File: src/rtl/data_mem_ctrl_pkg.sv
// Shared sizing and dump-FSM state encoding for the data memory controller.
package mem_defs;

    localparam int unsigned ADDR_W = 6;
    localparam int unsigned DATA_W = 8;
    localparam int unsigned DEPTH  = 64;

    localparam logic [1:0] ST_IDLE = 2'd0;
    localparam logic [1:0] ST_SEND = 2'd1;
    localparam logic [1:0] ST_DONE = 2'd2;

endpackage

File: src/rtl/mem_dump_fsm.sv
// Streams a window of the memory array out over a valid/ready port.
// Holds pointer, remaining count and the captured beat; the array lives in the parent.
module mem_dump_fsm #(
    parameter int unsigned ADDR_W = mem_defs::ADDR_W,
    parameter int unsigned DATA_W = mem_defs::DATA_W
) (
    input  logic              clk,
    input  logic              rst,
    input  logic              dump_start,
    input  logic [ADDR_W-1:0] dump_base,
    input  logic [ADDR_W:0]   dump_len,
    input  logic              dump_ready,
    output logic [ADDR_W-1:0] rd_addr,
    input  logic [DATA_W-1:0] rd_data,
    output logic              dump_busy,
    output logic              dump_valid,
    output logic [ADDR_W-1:0] dump_addr,
    output logic [DATA_W-1:0] dump_data,
    output logic              dump_done
);

    import mem_defs::*;

    localparam logic [ADDR_W:0] CNT_ONE = 1;

    logic [1:0]        state;
    logic [ADDR_W-1:0] ptr;
    logic [ADDR_W-1:0] ptr_nxt;
    logic [ADDR_W:0]   cnt;
    logic [DATA_W-1:0] data_q;
    logic              zero_done;

    // Pointer wraps modulo DEPTH through natural ADDR_W-bit overflow.
    assign ptr_nxt = ptr + ADDR_W'(1);

    always_comb begin
        rd_addr = ptr_nxt;
        if (state == ST_IDLE) begin
            rd_addr = dump_base;
        end
    end

    always_ff @(posedge clk or negedge rst) begin
        if (!rst) begin
            state     <= ST_IDLE;
            ptr       <= '0;
            cnt       <= '0;
            data_q    <= '0;
            zero_done <= 1'b0;
        end else begin
            zero_done <= 1'b0;
            case (state)
                ST_IDLE: begin
                    if (dump_start) begin
                        if (dump_len != '0) begin
                            state  <= ST_SEND;
                            ptr    <= dump_base;
                            cnt    <= dump_len;
                            data_q <= rd_data;
                        end else begin
                            zero_done <= 1'b1;
                        end
                    end
                end
                ST_SEND: begin
                    if (dump_ready) begin
                        if (cnt > CNT_ONE) begin
                            ptr    <= ptr_nxt;
                            cnt    <= cnt - CNT_ONE;
                            data_q <= rd_data;
                        end else begin
                            state <= ST_DONE;
                        end
                    end
                end
                ST_DONE: state <= ST_IDLE;
                default: state <= ST_IDLE;
            endcase
        end
    end

    assign dump_valid = (state == ST_SEND);
    assign dump_busy  = (state == ST_SEND);
    assign dump_done  = (state == ST_DONE) || zero_done;
    assign dump_addr  = ptr;
    assign dump_data  = data_q;

endmodule

File: src/rtl/data_mem_ctrl.sv
// 64x8 CPU data/program memory with a preload port and a streaming dump port.
// CPU writes win over loader writes; the dump path only reads the array.
module data_mem_ctrl #(
    parameter int unsigned ADDR_W = mem_defs::ADDR_W,
    parameter int unsigned DATA_W = mem_defs::DATA_W,
    parameter int unsigned DEPTH  = mem_defs::DEPTH
) (
    input  logic              clk,
    input  logic              rst,
    input  logic              rd_mem,
    input  logic              wr_mem,
    input  logic [ADDR_W-1:0] adr_bus,
    input  logic [DATA_W-1:0] data_bus_out,
    output logic [DATA_W-1:0] data_bus_in,
    input  logic              ld_we,
    input  logic [ADDR_W-1:0] ld_addr,
    input  logic [DATA_W-1:0] ld_data,
    output logic              ld_drop,
    input  logic              dump_start,
    input  logic [ADDR_W-1:0] dump_base,
    input  logic [ADDR_W:0]   dump_len,
    output logic              dump_busy,
    output logic              dump_valid,
    input  logic              dump_ready,
    output logic [ADDR_W-1:0] dump_addr,
    output logic [DATA_W-1:0] dump_data,
    output logic              dump_done
);

    import mem_defs::*;

    logic [DATA_W-1:0] mem [DEPTH];
    logic [ADDR_W-1:0] dump_rd_addr;
    logic [DATA_W-1:0] dump_rd_data;

    always_ff @(posedge clk or negedge rst) begin
        if (!rst) begin
            for (int unsigned i = 0; i < DEPTH; i++) begin
                mem[ADDR_W'(i)] <= '0;
            end
        end else if (wr_mem) begin
            mem[adr_bus] <= data_bus_out;
        end else if (ld_we) begin
            mem[ld_addr] <= ld_data;
        end
    end

    // Any loader write coinciding with a CPU write is lost, regardless of address.
    always_ff @(posedge clk or negedge rst) begin
        if (!rst) begin
            ld_drop <= 1'b0;
        end else begin
            ld_drop <= ld_we && wr_mem;
        end
    end

    assign data_bus_in  = rd_mem ? mem[adr_bus] : '0;
    assign dump_rd_data = mem[dump_rd_addr];

    mem_dump_fsm #(
        .ADDR_W (ADDR_W),
        .DATA_W (DATA_W)
    ) u_dump (
        .clk        (clk),
        .rst        (rst),
        .dump_start (dump_start),
        .dump_base  (dump_base),
        .dump_len   (dump_len),
        .dump_ready (dump_ready),
        .rd_addr    (dump_rd_addr),
        .rd_data    (dump_rd_data),
        .dump_busy  (dump_busy),
        .dump_valid (dump_valid),
        .dump_addr  (dump_addr),
        .dump_data  (dump_data),
        .dump_done  (dump_done)
    );

endmodule

File: config.mk
export PLATFORM = sky130hd
export DESIGN_NAME = data_mem_ctrl
export DESIGN_NICKNAME = d
export VERILOG_FILES = /design/src/rtl/data_mem_ctrl_pkg.sv /design/src/rtl/mem_dump_fsm.sv /design/src/rtl/data_mem_ctrl.sv
export SDC_FILE = /design/constraint.sdc
export NUM_CORES = 2
export LEC_CHECK = 0
export BUFFER_PORTS_ARGS = -buffer_cell sky130_fd_sc_hd__buf_2
export CAP_MARGIN = 20
export CORE_ASPECT_RATIO = 1.75
export CORE_UTILIZATION = 30
export CTS_CLUSTER_DIAMETER = 200
export DETAILED_ROUTE_END_ITERATION = 8
export SETUP_SLACK_MARGIN = 0.2
export SLEW_MARGIN = 25
export SYNTH_ARGS = -nofsm -noshare
export SYNTH_HDL_FRONTEND = slang
export SYNTH_HIERARCHICAL = 1
export SYNTH_SLANG_ARGS = --single-unit
File: constraint.sdc
create_clock -name clk -period 7.6 [get_ports clk]
set_input_delay 0.76 -clock clk [delete_from_list [all_inputs] [get_ports clk]]
set_output_delay 0.76 -clock clk [all_outputs]
set_load 0.005 [all_outputs]
# After elaboration in Yosys (flattened, before gate mapping)
# Cells that the tools add are included.
dict set report word_totals {
  rom_bits 0
  output_inout_bits 26
  reg_bits 537
  memories 0
  latchBits 0
  mem_bits_rw 0
  in_bits 48
}
dict set report op_classes {
  mul 0
  n_mux 39
  n_div 0
  n_addsub 2
  eq_ne 7
  reduce_logical 10
  n_shift 0
  n_lt_le_gt_ge 6
  bitwise_logic 3
}
# operator count
set op_table {}
lappend op_table {{bitwise mux 512 bit} 2}
lappend op_table {{2-to-1 mux 512 bit} 2}
lappend op_table {{binary-select mux 8 bit (select 6 bit)} 2}
lappend op_table {{demux 8 bit (select 6 bit)} 2}
lappend op_table {{2-to-1 mux 8 bit} 11}
lappend op_table {{2-to-1 mux 6 bit} 5}
lappend op_table {{2-to-1 mux 7 bit} 4}
lappend op_table {{>= comparator 7 bit (second input constant)} 3}
lappend op_table {{inverter 6 -> 7 bit} 3}
lappend op_table {{one-hot mux 8 bit (2 select lines)} 1}
lappend op_table {{less-than comparator 7 x 1 -> 1 bit (second input constant)} 2}
lappend op_table {{one-hot mux 7 bit (2 select lines)} 1}
lappend op_table {{one-hot mux 6 bit (2 select lines)} 1}
lappend op_table {{2-to-1 mux 2 bit} 4}
lappend op_table {{greater-than comparator 7 x 1 -> 1 bit (second input constant)} 1}
lappend op_table {{nonzero test 7 bit} 1}
lappend op_table {{subtractor 7 x 1 -> 7 bit (second input constant)} 1}
lappend op_table {{adder 6 x 1 -> 6 bit (second input constant)} 1}
lappend op_table {{!= test 2 bit (second input constant)} 3}
lappend op_table {{AND reduction 5 bit} 1}
lappend op_table {{!= test 2 x 1 -> 1 bit (second input constant)} 2}
lappend op_table {{one-hot mux 2 bit (2 select lines)} 1}
lappend op_table {{AND reduction 4 bit} 1}
lappend op_table {{nonzero test 2 bit} 2}
lappend op_table {{other kinds (6)} 10}

# Longest topological paths before layout
dict set report depth {
  word_depth 9
  mapped_depth 14
}

# Hierarchy
# Netlist, hierarchy kept.
# mod cells_per_inst area_each_um2 seq_area_each_um2 instances
set modules_own_cells {}
lappend modules_own_cells {data_mem_ctrl 2755 32586.3 12837.3 1}
lappend modules_own_cells {mem_dump_fsm 155 1480.2 600.6 1}

# Least setup slack after synthesis
# No wires, ideal clock.
dict set report synth_timing {
  path_kind {register to register}
  startpoint {register u_dump.state[0]}
  endpoint {register u_dump.data_q[0] (netlist: u_dump/dump_data[0])}
  n_path_buf 5
  setup_slack_ps 4320
  t_arrival_ps 3155
  t_required_ps 7475
  path_stages_with_launch 13
  period_less_slack_ps 3280
  cell_sequence {dfrtp_1 > buf_2 > or2_2 > clkbuf_1 > mux2_2 > buf_2 > clkbuf_1 > buf_2 > mux4_2 > mux2_2 > o31ai_1 > o22ai_1 > mux2_4}
}
dict set report synth_between {
  elab_chain_cells 9
  elab_cells_between_ends 18
  cone_classes {eq/ne (5); mux (9); bitwise (1); reduce/logical (3)}
}
# element line_no
set synth_rtl {}
lappend synth_rtl {{start: declaration} mem_dump_fsm.sv:26} ;# logic [1:0] state;
lappend synth_rtl {{start signal: assignment} mem_dump_fsm.sv:45} ;# state <= ST_IDLE;
lappend synth_rtl {{start signal: assignment} mem_dump_fsm.sv:56} ;# state <= ST_SEND;
lappend synth_rtl {{start signal: assignment} mem_dump_fsm.sv:72} ;# state <= ST_DONE;
lappend synth_rtl {{logical NOT 2 bit (*)} mem_dump_fsm.sv:38} ;# if (state == ST_IDLE) begin
lappend synth_rtl {{2-to-1 mux 6 bit (*)} mem_dump_fsm.sv:38}
lappend synth_rtl {{net dump_rd_addr[1]} data_mem_ctrl.sv:33} ;# logic [ADDR_W-1:0] dump_rd_addr;
lappend synth_rtl {{inverter 6 -> 7 bit (implied by the code) (*)} data_mem_ctrl.sv:58} ;# assign dump_rd_data = mem[dump_rd_addr];
lappend synth_rtl {{binary-select mux 8 bit (select 6 bit) (*)} data_mem_ctrl.sv:58}
lappend synth_rtl {{2-to-1 mux 8 bit (implied by the code) (*) (2 in series)} data_mem_ctrl.sv:58}
lappend synth_rtl {{net dump_rd_data[0]} data_mem_ctrl.sv:34} ;# logic [DATA_W-1:0] dump_rd_data;
lappend synth_rtl {{2-to-1 mux 8 bit (on tied branches)} {mem_dump_fsm.sv:67, mem_dump_fsm.sv:55}}
lappend synth_rtl {{2-to-1 mux 8 bit (on tied branches)} {mem_dump_fsm.sv:66, mem_dump_fsm.sv:54}}
lappend synth_rtl {{one-hot mux 8 bit (2 select lines) (*)} mem_dump_fsm.sv:52} ;# case (state)
lappend synth_rtl {{end signal: assignment} mem_dump_fsm.sv:59} ;# data_q <= rd_data;
lappend synth_rtl {{end signal: assignment} mem_dump_fsm.sv:70} ;# data_q <= rd_data;
lappend synth_rtl {{end: declaration} mem_dump_fsm.sv:30} ;# logic [DATA_W-1:0] data_q;
# Mark *: on every way through the listed nets, which the timed path passes. The rest lies on a longest branch. The select of a mux whose other input is x is not followed.
# A chain may end at the register's enable or synchronous reset.

# Worst setup path in the final report
dict set report layout_timing {
  startpoint {input port adr_bus[2]}
  endpoint {output port data_bus_in[5]}
}
dict set report layout_between {
  elab_chain_cells 5
}
# element line_no
set layout_rtl {}
lappend layout_rtl {{start: declaration} data_mem_ctrl.sv:12} ;# input logic [ADDR_W-1:0] adr_bus,
lappend layout_rtl {{inverter 6 -> 7 bit (implied by the code)} data_mem_ctrl.sv:57} ;# assign data_bus_in = rd_mem ? mem[adr_bus] : '0;
lappend layout_rtl {{binary-select mux 8 bit (select 6 bit)} data_mem_ctrl.sv:57}
lappend layout_rtl {{2-to-1 mux 8 bit (implied by the code) (2 in series)} data_mem_ctrl.sv:57}
lappend layout_rtl {{2-to-1 mux 8 bit} data_mem_ctrl.sv:57}
lappend layout_rtl {{end: declaration} data_mem_ctrl.sv:14} ;# output logic [DATA_W-1:0] data_bus_in,
# No other way between the ends. The select of a mux whose other input is x is not followed.

==> results by group <==
Placement
  • GPL Wtd Cong: 1.04
  • Final HPWL DP: 106000 µm
  • Port-buffer cells: 73
  • Place WS: 2.54 ns

Global routing
  • Largest net degree at the start of global routing: 109
  • Vias in the first global route: 29200
  • Gr ovfl total: 0
  • Antenna violations before repair: 7
  • Gr usage total: 0.277
  • First-pass GRT wire length: 229000 µm

Clock tree
  • CTS tree: done
  • Worst-skew pair later-pin latency: 0.68 ns
  • Post-CTS Hold Fix Bufs: 0
  • Postcts setup bufs: 0
  • Root Driver: clkbuf_16
  • Clock Sinks: 537
  • TritonCTS buffer count: 51
  • Clock transition at path regs: 0.07 ns
  • Post-CTS sizing: 0
  • Htree depth: 2
  • Max Buffers Root-to-Sink: 3

Logic synthesis
  • Sequential area share after synthesis: 0.394
  • Synthesized cell area: 0.0341 mm²
  • Yosys cell types: 79
  • Synth Register Bits: 537
  • Count leader, synth: dfrtp_1
  • Net count after synthesis: 2961
  • Post-Synth XOR/XNOR Area: 0.00103
  • Synth Area in Compound Gates: 0.266
  • Synth warn: 6
  • Ys flop type: dfrtp_1
  • Multiplexer area fraction after synthesis: 0.243
  • Synth area leaders: dfrtp_1 (39%), mux4_2 (12%), mux2_2 (9.4%)
  • Mapped Avg Cell Area: 11.7 µm²
  • EDFF count, synth: 0
  • Simple-gate share of the synthesized area: 0.0491
  • Yosys top cell area share: 0.394
  • Top cells by count, synth: dfrtp_1 (537), o221ai_1 (295), o21a_1 (288)
  • Asr flop ratio synth: 1.00
  • Cells after Synth: 2910
  • Largest family of logic cells by synthesized area: compound AO/OA/AOI/OAI gates
  • Largest area contributor in the netlist: dfrtp_1
  • Adder-Cell Fraction of Synth Area: 0.00110

Die
  • Initial core utilization: 0.303
  • Die Width: 257 µm
  • Die Span Y: 448 µm
  • Row count: 163
  • Die Area: 0.115 mm²
  • Core area: 0.113 mm²
  • Io pins: 74

Timing
  • Post-layout minimum cycle time: 5.34 ns
  • Unrepaired setup endpoints after global routing: no
  • Setup ws final: 2.26 ns
  • Max_slew headroom: 0.227
  • Final worst path period share: 0.702
  • Worst Clk Skew: 0.0341 ns
  • TNS Setup: 0 ns
  • Final Slew Violations: 0
  • Setup violators final: 0
  • Achievable Freq: 187 MHz
  • Worst-margin pin slew: 1.16 ns
  • Final hold vios: 0

Worst setup path
  • FF-to-FF End: u_dump/dump_data[7]
  • CP Launch Type: input pin
  • Crit-path cells: buf_4, inv_1, buf_4, mux4_2, a21oi_1, a211oi_1, a41oi_1, buf_2
  • Cells on worst reg2reg path: 9
  • Reg-to-reg slack, setup: 3.08 ns
  • Worst setup path start: adr_bus[2]
  • Worst path max stage delay: 0.86 ns
  • Worst-path fanout max: 51
  • Crit path required time: 6.84 ns
  • Arrival time worst endpoint: 4.58 ns
  • Slowest CP cell: a211oi_1
  • R2R Path Start: u_dump/state[0]
  • Family with the most delay on the worst path: buffers and inverters
  • Crit path buffers/inverters: 4
  • WS Path Type: input pin to output port
  • Worst setup EP type: output port
  • Most common cell on crit path: buf_4

Drt
  • DRC Markers: 0
  • Drt first pass iters: 8
  • Drt initial violations: 4249
  • Final ANT Viol Nets: 0
  • Met3 WL post-DR: 16400 µm
  • Metal-1 WL: 52400 µm
  • Via Count: 30300
  • Uppermost layer routed: met5
  • Final WL: 161000 µm
  • Routed len/inst: 37.1 µm
  • Met2 wire len: 73800 µm
  • Via density: 6.98

Pwr
  • Leak: 0.0142 µW
  • Peak supply drop: 0.000528 V
  • Pwr/cell area: 331 mW/mm²

Hold path
  • Hold WC Path Type: input pin to async pin

Final layout
  • Sequential cell area: 0.0134 mm²
  • Layout Area Growth over Synthesis: 9.99%
  • NumNets Final: 2862
  • Multi-input gate area: 0.0193 mm²
  • Share of post-route cells with drive strength above 1: 0.300
  • Fill cell count: 11300

Job
  • Max-Cap Viols: 0

Run status
  • Outcome: finished clean
[cell families (layout without fill, tap and decap cells)]
kind of cell / Yosys count / in the layout
other: 0 / 5
DFF: 537 / 537
AOI/OAI and AO/OA: 1154 / 1154
adders and majority gates: 3 / 3
muxes: 561 / 561
and+or+nand+nor: 336 / 336
buffers and inverters: 315 / 255
xor gates and xnor gates: 4 / 4
[placed cells by master, fill, tap and decap left out, drive strengths merged, types with 5 or more instances in the layout]
cell type and instances:
nand2b 5, clkbuf 67, a22oi 47, o21a 288, o21ai 29, a2bb2oi 5
a31oi 8, clkinv 14, o221ai 295, o22ai 308, nand3b 5, mux2 299
a41oi 9, nand3 21, mux4 179, and3b 9, diode 5, inv 13
dfrtp 537, and3 9, and2 8, a22o 5, buf 152, a221o 15
o31ai 7, nand2 193, nor2 32, a21oi 31, nor2b 12, nor3 14
bufinv 9, nor3b 12, a221oi 49, a211oi 16, o2bb2ai 9, mux2i 83
[cell type report]
| cell class | count | share of cell area |
|---|---|---|
| clock inverters | 25 | 0.00995 |
| repair buffers | 152 | 0.0279 |
| flip-flops and latches | 537 | 0.359 |
| well taps | 1485 | 0.0496 |
| diodes | 5 | 0.000334 |
| clock buffers | 67 | 0.0381 |
| inverters | 11 | 0.00117 |
| multi-input cells | 2058 | 0.514 |
[worst reg2reg max path: stages (launching register included)]
cell and delay, ns:
dfrtp_1 0.56, or2_2 0.47, nor2_1 0.14, a21oi_4 0.21
buf_4 0.63, mux4_2 0.68, mux2i_1 0.81, mux4_2 0.48
o22ai_1 0.14, mux2_2 0.29
[routing by layer]
layer | up-vias | GRT usage
met1 | 15500 | 0.299
met3 | 777 | 0.0687
met2 | 2225 | 0.446
li1 | 11800 | -
met5 | - | 0
met4 | 4 | 0.255
[registers in the layout (all words and copies together) (netlist names)]
name and flops:
u_dump/state 2, u_dump/zero_done 1, u_dump/dump_addr 6, u_dump/cnt 7, ld_drop 1, mem 512, u_dump/dump_data 8
[where the power goes]
part           internal [µW]  switching (µW)  total, µW
clock network           1630            1280       2910
logic                   2370            3070       5440
registers               3320             743       4060
total                   7320            5100      12400
[through the flow]
| stage | power [µW] | util | hold WS (ns) | instances | area [µm²] |
|---|---|---|---|---|---|
| finish | 12400 | 0.333 | 0.0932 | 4340 | 37500 |
| global placement | 9180 | 0.316 | 0.487 | 4242 | 35600 |
| CTS | 12100 | 0.333 | 0.168 | 4335 | 37400 |
| floorplan | 7350 | - | 0.464 | 2910 | 34100 |
| global route | 12600 | 0.333 | 0.160 | 4336 | 37500 |
| detailed placement | 9230 | 0.317 | 0.496 | 4243 | 35600 |
[worst max path at each step]
stage / to / slack (ns) / cells after the start
after CTS: data_bus_in[2] / 2.54 / 8
final: data_bus_in[5] / 2.26 / 8
after detailed placement: data_bus_in[2] / 2.54 / 8
after floorplan: u_dump/dump_data[0] / 4.32 / 12
after global placement: data_bus_in[2] / 2.59 / 8
after global routing: data_bus_in[2] / 2.36 / 9
Note: power is estimated with default switching activity, not from simulation.
